File: src/rtl/step_gen.sv
// Debounced button front-end plus CPU clock-enable generator: halt, manual single step, auto step, run.
// Optional STEP_LIMIT_EN adds step_limit input and done output so stepping self-halts at a step count.
module step_gen #(
    parameter int unsigned N_BTN     = 4,
    parameter int unsigned DB_CYCLES = 16,
    parameter int unsigned AUTO_W    = 8,
    parameter int unsigned STEP_IDX  = 0
) (
    input  logic              CCLK,
    input  logic              BTN2,
    input  logic [N_BTN-1:0]  btn_raw,
    input  logic [1:0]        mode,
    input  logic [AUTO_W-1:0] auto_period,
`ifdef STEP_LIMIT_EN
    input  logic [15:0]       step_limit,
    output logic              done,
`endif
    output logic [N_BTN-1:0]  btn_db,
    output logic [N_BTN-1:0]  btn_rise,
    output logic              step_en,
    output logic [15:0]       step_cnt
);

    localparam int unsigned DB_W = 16;
    localparam int unsigned CNT_W = 16;
    localparam logic [DB_W-1:0] DB_LAST = DB_W'(DB_CYCLES - 1);

    typedef enum logic [1:0] {
        MODE_HALT   = 2'b00,
        MODE_MANUAL = 2'b01,
        MODE_AUTO   = 2'b10,
        MODE_RUN    = 2'b11
    } mode_e;

    logic [N_BTN-1:0]  sync1;
    logic [N_BTN-1:0]  sync2;
    logic [DB_W-1:0]   db_cnt    [N_BTN];
    logic [DB_W-1:0]   db_cnt_nx [N_BTN];
    logic [N_BTN-1:0]  btn_db_nx;
    logic [N_BTN-1:0]  btn_rise_nx;
    logic [AUTO_W-1:0] div;
    logic [AUTO_W-1:0] div_nx;
    logic [1:0]        mode_q;
    logic              mode_chg;
    logic              step_nx;
    logic [CNT_W-1:0]  cnt_nx;
`ifdef STEP_LIMIT_EN
    logic              limit_hit;
`endif

    // Debounce: toggle once the synchronised level has disagreed for DB_CYCLES edges in a row
    always_comb begin
        btn_db_nx   = btn_db;
        btn_rise_nx = '0;
        for (int i = 0; i < int'(N_BTN); i++) begin
            db_cnt_nx[i] = '0;
            if (sync2[i] != btn_db[i]) begin
                if (db_cnt[i] == DB_LAST) begin
                    btn_db_nx[i]   = ~btn_db[i];
                    btn_rise_nx[i] = ~btn_db[i];
                end else begin
                    db_cnt_nx[i] = db_cnt[i] + DB_W'(1);
                end
            end
        end
    end

    // Step enable: a mode change restarts the divider and swallows that cycle's step
    always_comb begin
        mode_chg = (mode != mode_q);
        div_nx   = '0;
        step_nx  = 1'b0;
        if (!mode_chg) begin
            case (mode_e'(mode))
                MODE_MANUAL: step_nx = btn_rise[STEP_IDX];
                MODE_AUTO: begin
                    if (div == auto_period) begin
                        step_nx = 1'b1;
                    end else begin
                        div_nx = div + AUTO_W'(1);
                    end
                end
                MODE_RUN:  step_nx = 1'b1;
                default:   step_nx = 1'b0;
            endcase
        end
        cnt_nx = step_cnt + CNT_W'(step_en);
`ifdef STEP_LIMIT_EN
        // Look at the count the next edge will hold so the limit is never overshot
        limit_hit = (step_limit != '0) && (cnt_nx == step_limit);
        if (limit_hit) begin
            step_nx = 1'b0;
        end
`endif
    end

    always_ff @(posedge CCLK) begin
        if (BTN2) begin
            sync1    <= '0;
            sync2    <= '0;
            for (int i = 0; i < int'(N_BTN); i++) begin
                db_cnt[i] <= '0;
            end
            btn_db   <= '0;
            btn_rise <= '0;
            div      <= '0;
            step_en  <= 1'b0;
            step_cnt <= '0;
            mode_q   <= mode;
`ifdef STEP_LIMIT_EN
            done     <= 1'b0;
`endif
        end else begin
            sync1    <= btn_raw;
            sync2    <= sync1;
            for (int i = 0; i < int'(N_BTN); i++) begin
                db_cnt[i] <= db_cnt_nx[i];
            end
            btn_db   <= btn_db_nx;
            btn_rise <= btn_rise_nx;
            div      <= div_nx;
            step_en  <= step_nx;
            step_cnt <= cnt_nx;
            mode_q   <= mode;
`ifdef STEP_LIMIT_EN
            done     <= limit_hit;
`endif
        end
    end

endmodule

File: config.mk
export PLATFORM = sky130hd
export DESIGN_NAME = step_gen
export DESIGN_NICKNAME = d
export VERILOG_FILES = /design/src/rtl/step_gen.sv
export SDC_FILE = /design/constraint.sdc
export NUM_CORES = 1
export LEC_CHECK = 0
export BUFFER_PORTS_ARGS = -buffer_cell sky130_fd_sc_hd__buf_2
export CELL_PAD_IN_SITES_DETAIL_PLACEMENT = 0
export CELL_PAD_IN_SITES_GLOBAL_PLACEMENT = 2
export CORE_AREA = 8 8 108 130
export CTS_CLUSTER_DIAMETER = 50
export DETAILED_ROUTE_END_ITERATION = 16
export DIE_AREA = 0 0 116 138
export PLACE_DENSITY_LB_ADDON = 0.1
export REMOVE_ABC_BUFFERS = 1
export SETUP_SLACK_MARGIN = 0.2
export SYNTH_ARGS = -nofsm -noshare
export SYNTH_HDL_FRONTEND = slang
export SYNTH_SLANG_ARGS = --single-unit
File: constraint.sdc
create_clock -name CCLK -period 4.4 [get_ports CCLK]
set_input_delay 0.22 -clock CCLK [delete_from_list [all_inputs] [get_ports CCLK]]
set_output_delay 0.22 -clock CCLK [all_outputs]
set_load 0.05 [all_outputs]
==> impl_metrics.csv, run 1 <==
group,metric,value,unit
sta,setup_viol,0,
clock_network,clk_latency,340,ps
grt,grt_pass1_vias,3234,
clock_network,cts_tree,"done",
floorplan,die_y,138,um
layout,mostFrequentLayoutCells,"dfxtp_1 (107), nor2_1 (99), xnor2_1 (76)",
sta,skew,6.74,ps
synthesis,synth-seq-area-share,45.6,%
sta,slew_headroom,47.8,%
layout,drive_above_1_share,18.7,%
sta,hold_viol_final,0,
floorplan,start_util,39.5,%
clock_network,post_cts_resized,0,
power,leakage,1.79,nW
detailed_routing,via_per_inst,4.73,
clock_network,cts.sinks,107,
synthesis,syn_avg_cell_area,9.65,um2
placement,place_hpwl,6.35,mm
synthesis,synth_cell_types,34,
clock_network,cts-root-buf,"clkbuf_16",
worst_setup_path,cp.required,4600,ps
worst_setup_path,cp_slowest_cell,"dfxtp_1",
floorplan,die-area,0.0160,mm2
layout,design_area,0.00534,mm2
worst_setup_path,crit_top_cell,"ha_1",
synthesis,synth_area,0.00470,mm2
power,max-vdd-ir-drop,0.180,mV
status,status,"completed",
floorplan,io_pins,41,
worst_setup_path,end_kind,"register",
sta,slew_violations,0,
worst_setup_path,cp_max_fo,6,
sta,layout_min_cycle_time,1690,ps
power,p_per_area,338,mW/mm2
run,drv_cap,0,
placement,port_buffers,40,
clock_network,cts_made_buffers,9,
synthesis,synthCells,487,
floorplan,die_x,116,um
worst_setup_path,arrival,1890,ps
hold_path,hold_class,"input port to register",
grt,track_usage,11.9,%
placement,gp_congestion,0.722,
layout,area_growth,13.7,%
detailed_routing,drc,0,
worst_setup_path,cp_cell_sequence,"ha_1 > ha_1 > nand4_1 > nor4_2 > xnor2_1 > nor2_1",
placement,pre_cts_ws,2690,ps
synthesis,synthTopCellsByArea,"dfxtp_1 (46%), xnor2_1 (14%), nor2_1 (7.9%)",
floorplan,core.rowCount,44,
worst_setup_path,crit_type,"register to register",
detailed_routing,drt_iter0_drc,128,
detailed_routing,wire_per_inst,12.8,um
grt,antenna_found_initial,0,
layout,nets,554,
sta,finalCritPeriodShare,38.4,%
synthesis,ys_warn_count,0,
sta,rsz0062_at_grt,"false",
clock_network,max-clock-path-buffers,2,
synthesis,synth_top_area_share,45.6,%
detailed_routing,antenna_left,0,
sta,worst_slack,2710,ps
worst_setup_path,start_kind,"register",
worst_setup_path,max_stage_delay,340,ps
sta,whs,46.1,ps
synthesis,synth_largest_area_cell,"dfxtp_1",
synthesis,ys_ff_latch,107,
sta,tightest_slew,783,ps
clock_network,clk_pin_slew,70,ps
placement,dpl_cell_area,0.00504,mm2
layout,antennaDiodeCount,0,
grt,grt.overflow.total,0,
detailed_routing,dr.pass1.iters,4,
power,p_total,1.81,mW
detailed_routing,vias,3300,
clock_network,htreeDepth,3,
grt,grt_max_degree,40,
sta,fin_setup_tns,0,ps
detailed_routing,wl,8.95,mm
layout,final_common_cell,"dfxtp_1",
grt,grt_pass1_wl,15.5,mm
sta,fmax,592,MHz
floorplan,core,0.0119,mm2
==> worst max-delay path: cells and delay by family (launching register included) <==
family                   cells  cell delay [ps]
XOR/XNOR                     1              150
flip-flops                   1              340
AND/OR/NAND/NOR              3              620
adder cells (fa/ha/maj)      2              440
==> layout make-up <==
cell class | count | area [um2]
well taps | 161 | 201
multi-input cells | 356 | 2440
clock inverters | 7 | 68.8
fillers | 1190 | 6550
repair buffers | 41 | 210
flip-flops and latches | 107 | 2140
inverters | 16 | 60.1
clock buffers | 9 | 225
==> flip-flops by register name, indices dropped and copies added, names as in the netlist <==
name	flops
btn_db	4
btn_rise	4
db_cnt	64
div	8
mode_q	2
step_cnt	16
step_en	1
sync1	4
sync2	4
==> path summary, 6_finish.rpt <==
kind,to,depth (start not counted),slack [ps],from
hold / removal,mode_q[0]$_DFF_P_,1,50,mode[0]
setup / recovery,step_cnt[14]$_SDFF_PP0_,6,2710,step_en$_SDFF_PP0_
hold reg to reg,sync2[2]$_SDFF_PP0_,1,440,sync1[2]$_SDFF_PP0_
setup reg to reg,step_cnt[14]$_SDFF_PP0_,6,2710,step_en$_SDFF_PP0_
==> per-layer routing <==
| layer | wire length (um) | track usage [%] | vias to the layer above | part of all wire (%) |
|---|---|---|---|---|
| met4 | 115 | 4.31 | 0 | 1.3 |
| met5 | 0 | 0 | - | 0 |
| met2 | 4210 | 19.1 | 39 | 47 |
| met3 | 302 | 3.14 | 9 | 3.4 |
| li1 | - | - | 1735 | - |
| met1 | 4310 | 14.8 | 1517 | 48 |
==> logic make-up (layout without fill, tap and decap cells) <==
group	after synthesis	in the layout	share of synthesized area, %
buf+inv	24	73	2.56
flops	107	107	45.6
compound gates	5	5	0.612
fa+ha+maj	7	7	1.86
simple gates	252	252	32.1
xor+xnor	88	88	16.4
mux	4	4	0.852
==> synthesized netlist by cell type <==
cell type and count:
dfxtp_1 107, nor2_1 99, xnor2_1 76, nand3_1 28, nor3_1 22, inv_1 16
nand2_1 16, nor4_2 15, xor2_1 12, nand4_1 11, nor4_1 11, nor2b_1 10
and3_1 7, ha_1 7, nor2_2 6, buf_6 4, mux2i_1 4, nand2_2 4
nand4_4 4, nor4b_2 4, clkbuf_1 3, nand3_2 3, nand4_2 3, nand4b_2 3
nand4b_1 2, nor4_4 2, a21oi_1 1, and3b_1 1, buf_1 1, o21ai_0 1
o21ai_1 1, o21bai_1 1, o22ai_1 1, or3_1 1
==> stage by stage <==
stage	util, %	std cells
after global routing	44.9	697
after floorplan	-	479
after detailed placement	42.4	680
after CTS	44.9	697
final	44.9	697
after global placement	42.4	680
==> where the power goes <==
part           switching, mW  internal [mW]
combinational         0.0199         0.0144
sequential           0.00378          0.974
clock                  0.355          0.439
total                  0.379           1.43
==> timing repair <==
item                      in CTS  in global routing
hold endpoints to repair       1                  0
setup buffers                  0                  0
hold buffers                   1                  0
No activity file was read; power rests on OpenSTA's default activity.
==> inputs of run 2 (changes only) <==
ABC_AREA = 1   (was not set)
CORE_AREA = 8 8 123 148   (was 8 8 108 130)
DIE_AREA = 0 0 131 156   (was 0 0 116 138)
clock period = 1.69 ns   (was 4.4 ns; I/O delays follow)
==> impl_metrics.csv, run 2 <==
group,metric,value,unit
placement,pre_cts_ws,160,ps
grt,grt_pass1_vias,4663,
sta,slew_headroom,70.6,%
layout,final_common_cell,"nor2_1",
worst_setup_path,reg2regPathDepth,8,
worst_setup_path,cp_slowest_cell,"dfxtp_1",
sta,layout_min_cycle_time,1380,ps
clock_network,clk_pin_slew,70,ps
worst_setup_path,crit_cells,8,
clock_network,clk_latency,350,ps
worst_setup_path,crit_family,"simple AND/OR/NAND/NOR gates",
worst_setup_path,cp_max_fo,7,
clock_network,cts_tree,"done",
layout,largest_register,"db_cnt",
sta,setup_viol,0,
grt,grt_max_degree,17,
hold_path,min_from,"BTN2",
layout,largestRegisters,"db_cnt (64), step_cnt (16), div (8)",
sta,rsz0062_at_grt,"false",
power,p_per_area,831,mW/mm2
layout,nets,842,
synthesis,syn_avg_cell_area,6.87,um2
hold_path,hold_class,"input port to register",
worst_setup_path,max_stage_delay,350,ps
detailed_routing,wl,12.6,mm
layout,area_growth,19.5,%
layout,antennaDiodeCount,0,
worst_setup_path,worst_r2r_endpoint,"db_cnt[0][4]$_SDFF_PP0_",
worst_setup_path,cp-startpoint,"db_cnt[0][0]$_SDFF_PP0_",
detailed_routing,drt_iter0_drc,282,
detailed_routing,antenna_left,0,
sta,slew_violations,0,
floorplan,core,0.0159,mm2
run,drv_cap,0,
worst_setup_path,crit_type,"register to register",
clock_network,cts.sinks,107,
clock_network,cts_made_buffers,9,
worst_setup_path,rr_startpoint,"db_cnt[0][0]$_SDFF_PP0_",
synthesis,ys_warn_count,0,
clock_network,htreeDepth,3,
layout,instances_no_fill,1036,
synthesis,synth_cell_types,30,
synthesis,synth_async_sr_flop_share,0,%
placement,place_hpwl,9.30,mm
clock_network,max-clock-path-buffers,2,
floorplan,io_pins,41,
detailed_routing,drc,0,
status,status,"completed",
synthesis,synth_ff_type,"dfxtp_1",
power,leakage,2.34,nW
synthesis,synth_top_area_share,40.9,%
synthesis,synth_area,0.00524,mm2
worst_setup_path,crit_end,"db_cnt[0][4]$_SDFF_PP0_",
layout,largest_reg_flops,64,
synthesis,synth_edf_count,0,
sta,tightest_slew,440,ps
synthesis,synthCells,763,
synthesis,synth-seq-area-share,40.9,%
synthesis,ys_ff_latch,107,
sta,hold_viol_final,0,
sta,worst_slack,308,ps
worst_setup_path,cp.buffers_inverters,1,
sta,fmax,723,MHz
grt,grt.overflow.total,0,
clock_network,cts-root-buf,"clkbuf_16",
detailed_routing,wire_per_inst,12.2,um
detailed_routing,via_per_inst,4.58,
worst_setup_path,arrival,1620,ps
worst_setup_path,cp.required,1930,ps
sta,skew,9.85,ps
detailed_routing,vias,4744,
synthesis,synth_common_cells,"nor2_1 (157), nand2_1 (149), dfxtp_1 (107)",
placement,gp_congestion,0.800,
worst_setup_path,start_kind,"register",
floorplan,start_util,33.0,%
worst_setup_path,r2r_slack,310,ps
worst_setup_path,end_kind,"register",
placement,port_buffers,40,
floorplan,die_y,156,um
detailed_routing,dr.pass1.iters,4,
power,max-vdd-ir-drop,0.392,mV
synthesis,synthTopCellsByArea,"dfxtp_1 (41%), nor2_1 (11%), nand2_1 (11%)",
grt,grt_pass1_wl,21.1,mm
layout,mostFrequentLayoutCells,"nor2_1 (152), nand2_1 (147), inv_1 (106)",
synthesis,synth_largest_area_cell,"dfxtp_1",
worst_setup_path,cp_cell_sequence,"ha_1 > nand2_2 > nor2_4 > inv_2 > nor2_4 > nand2_4 > nand2_4 > a21oi_1",
layout,drive_above_1_share,13.1,%
placement,dp.cells,1010,
grt,antenna_found_initial,0,
sta,finalCritPeriodShare,81.8,%
floorplan,die_x,131,um
synthesis,yosysMostFrequentCell,"nor2_1",
grt,track_usage,12.8,%
floorplan,die-area,0.0204,mm2
floorplan,core.rowCount,51,
==> run 2: changes by cell type after synthesis, moves of 9 or more <==
cell / change
nand2_1: +133
inv_1: +90
xnor2_1: -63
nor2_1: +58
nand3_1: +38
a21oi_1: +35
nor4_2: -15
nand4_1: +14
o21ai_0: +13
nor4_1: -11
nor2b_1: -10
xor2_1: +9
==> run 2: routing by layer <==
| layer | track usage (%) | vias to the layer above | wire [um] |
|---|---|---|---|
| met3 | 2.33 | 16 | 342 |
| met4 | 4.66 | 0 | 199 |
| met2 | 23.1 | 50 | 6500 |
| li1 | - | 2519 | - |
| met1 | 14.4 | 2159 | 5600 |
| met5 | 0 | - | 0 |
==> run 2: worst min-delay path by stage <==
| stage | to | slack [ps] | cells after the start |
|---|---|---|---|
| final | sync2[2]$_SDFF_PP0_ | 110 | 2 |
| after global routing | sync2[2]$_SDFF_PP0_ | 120 | 2 |
| after CTS | sync2[2]$_SDFF_PP0_ | 110 | 2 |
| after detailed placement | mode_q[0]$_DFF_P_ | 240 | 1 |
| after global placement | mode_q[0]$_DFF_P_ | 240 | 1 |
| after floorplan | mode_q[0]$_DFF_P_ | 110 | 0 |
==> run 2: area by class of cell <==
type | instances | area (um2)
flip-flops and latches | 107 | 2150
well taps | 212 | 265
clock inverters | 4 | 95.1
repair buffers | 49 | 283
clock buffers | 12 | 267
multi-input cells | 544 | 2810
inverters | 108 | 405
fillers | 1682 | 9620
==> run 2: timing repair <==
item                       4_1_cts  5_1_grt
buffers inserted                 0        0
cloned                           0        4
pin swaps                        0        9
setup endpoints to repair       16       70
hold endpoints to repair         6        0
hold buffers                     6        0
gates resized for setup          1       31
==> run 2: where the power goes <==
group	internal (mW)	total [mW]	switching, mW
registers	2.54	2.55	0.00929
logic	0.0564	0.142	0.0853
clock network	1.57	2.52	0.950
==> run 2: logic make-up (layout without fill, tap and decap cells) <==
| kind of cell | count (synthesis) | count (layout) | synth area share (%) |
|---|---|---|---|
| xor+xnor | 34 | 34 | 5.68 |
| flops | 107 | 107 | 40.9 |
| buf+inv | 116 | 173 | 8.85 |
| simple gates | 444 | 448 | 37.4 |
| compound gates | 55 | 55 | 5.54 |
| fa+ha+maj | 7 | 7 | 1.67 |
==> run 2: stage by stage <==
stage	TNS [ps]	utilization, %	power (mW)	hold WS [ps]	area [um2]
2_1_floorplan	-158	-	2.67	112	5180
3_3_place_gp	0	35.7	2.72	238	5670
3_5_place_dp	0	35.7	2.73	242	5670
4_1_cts	0	38.4	5.30	110	6100
5_1_grt	0	39.4	5.42	115	6270
6_report	0	39.4	5.21	113	6270
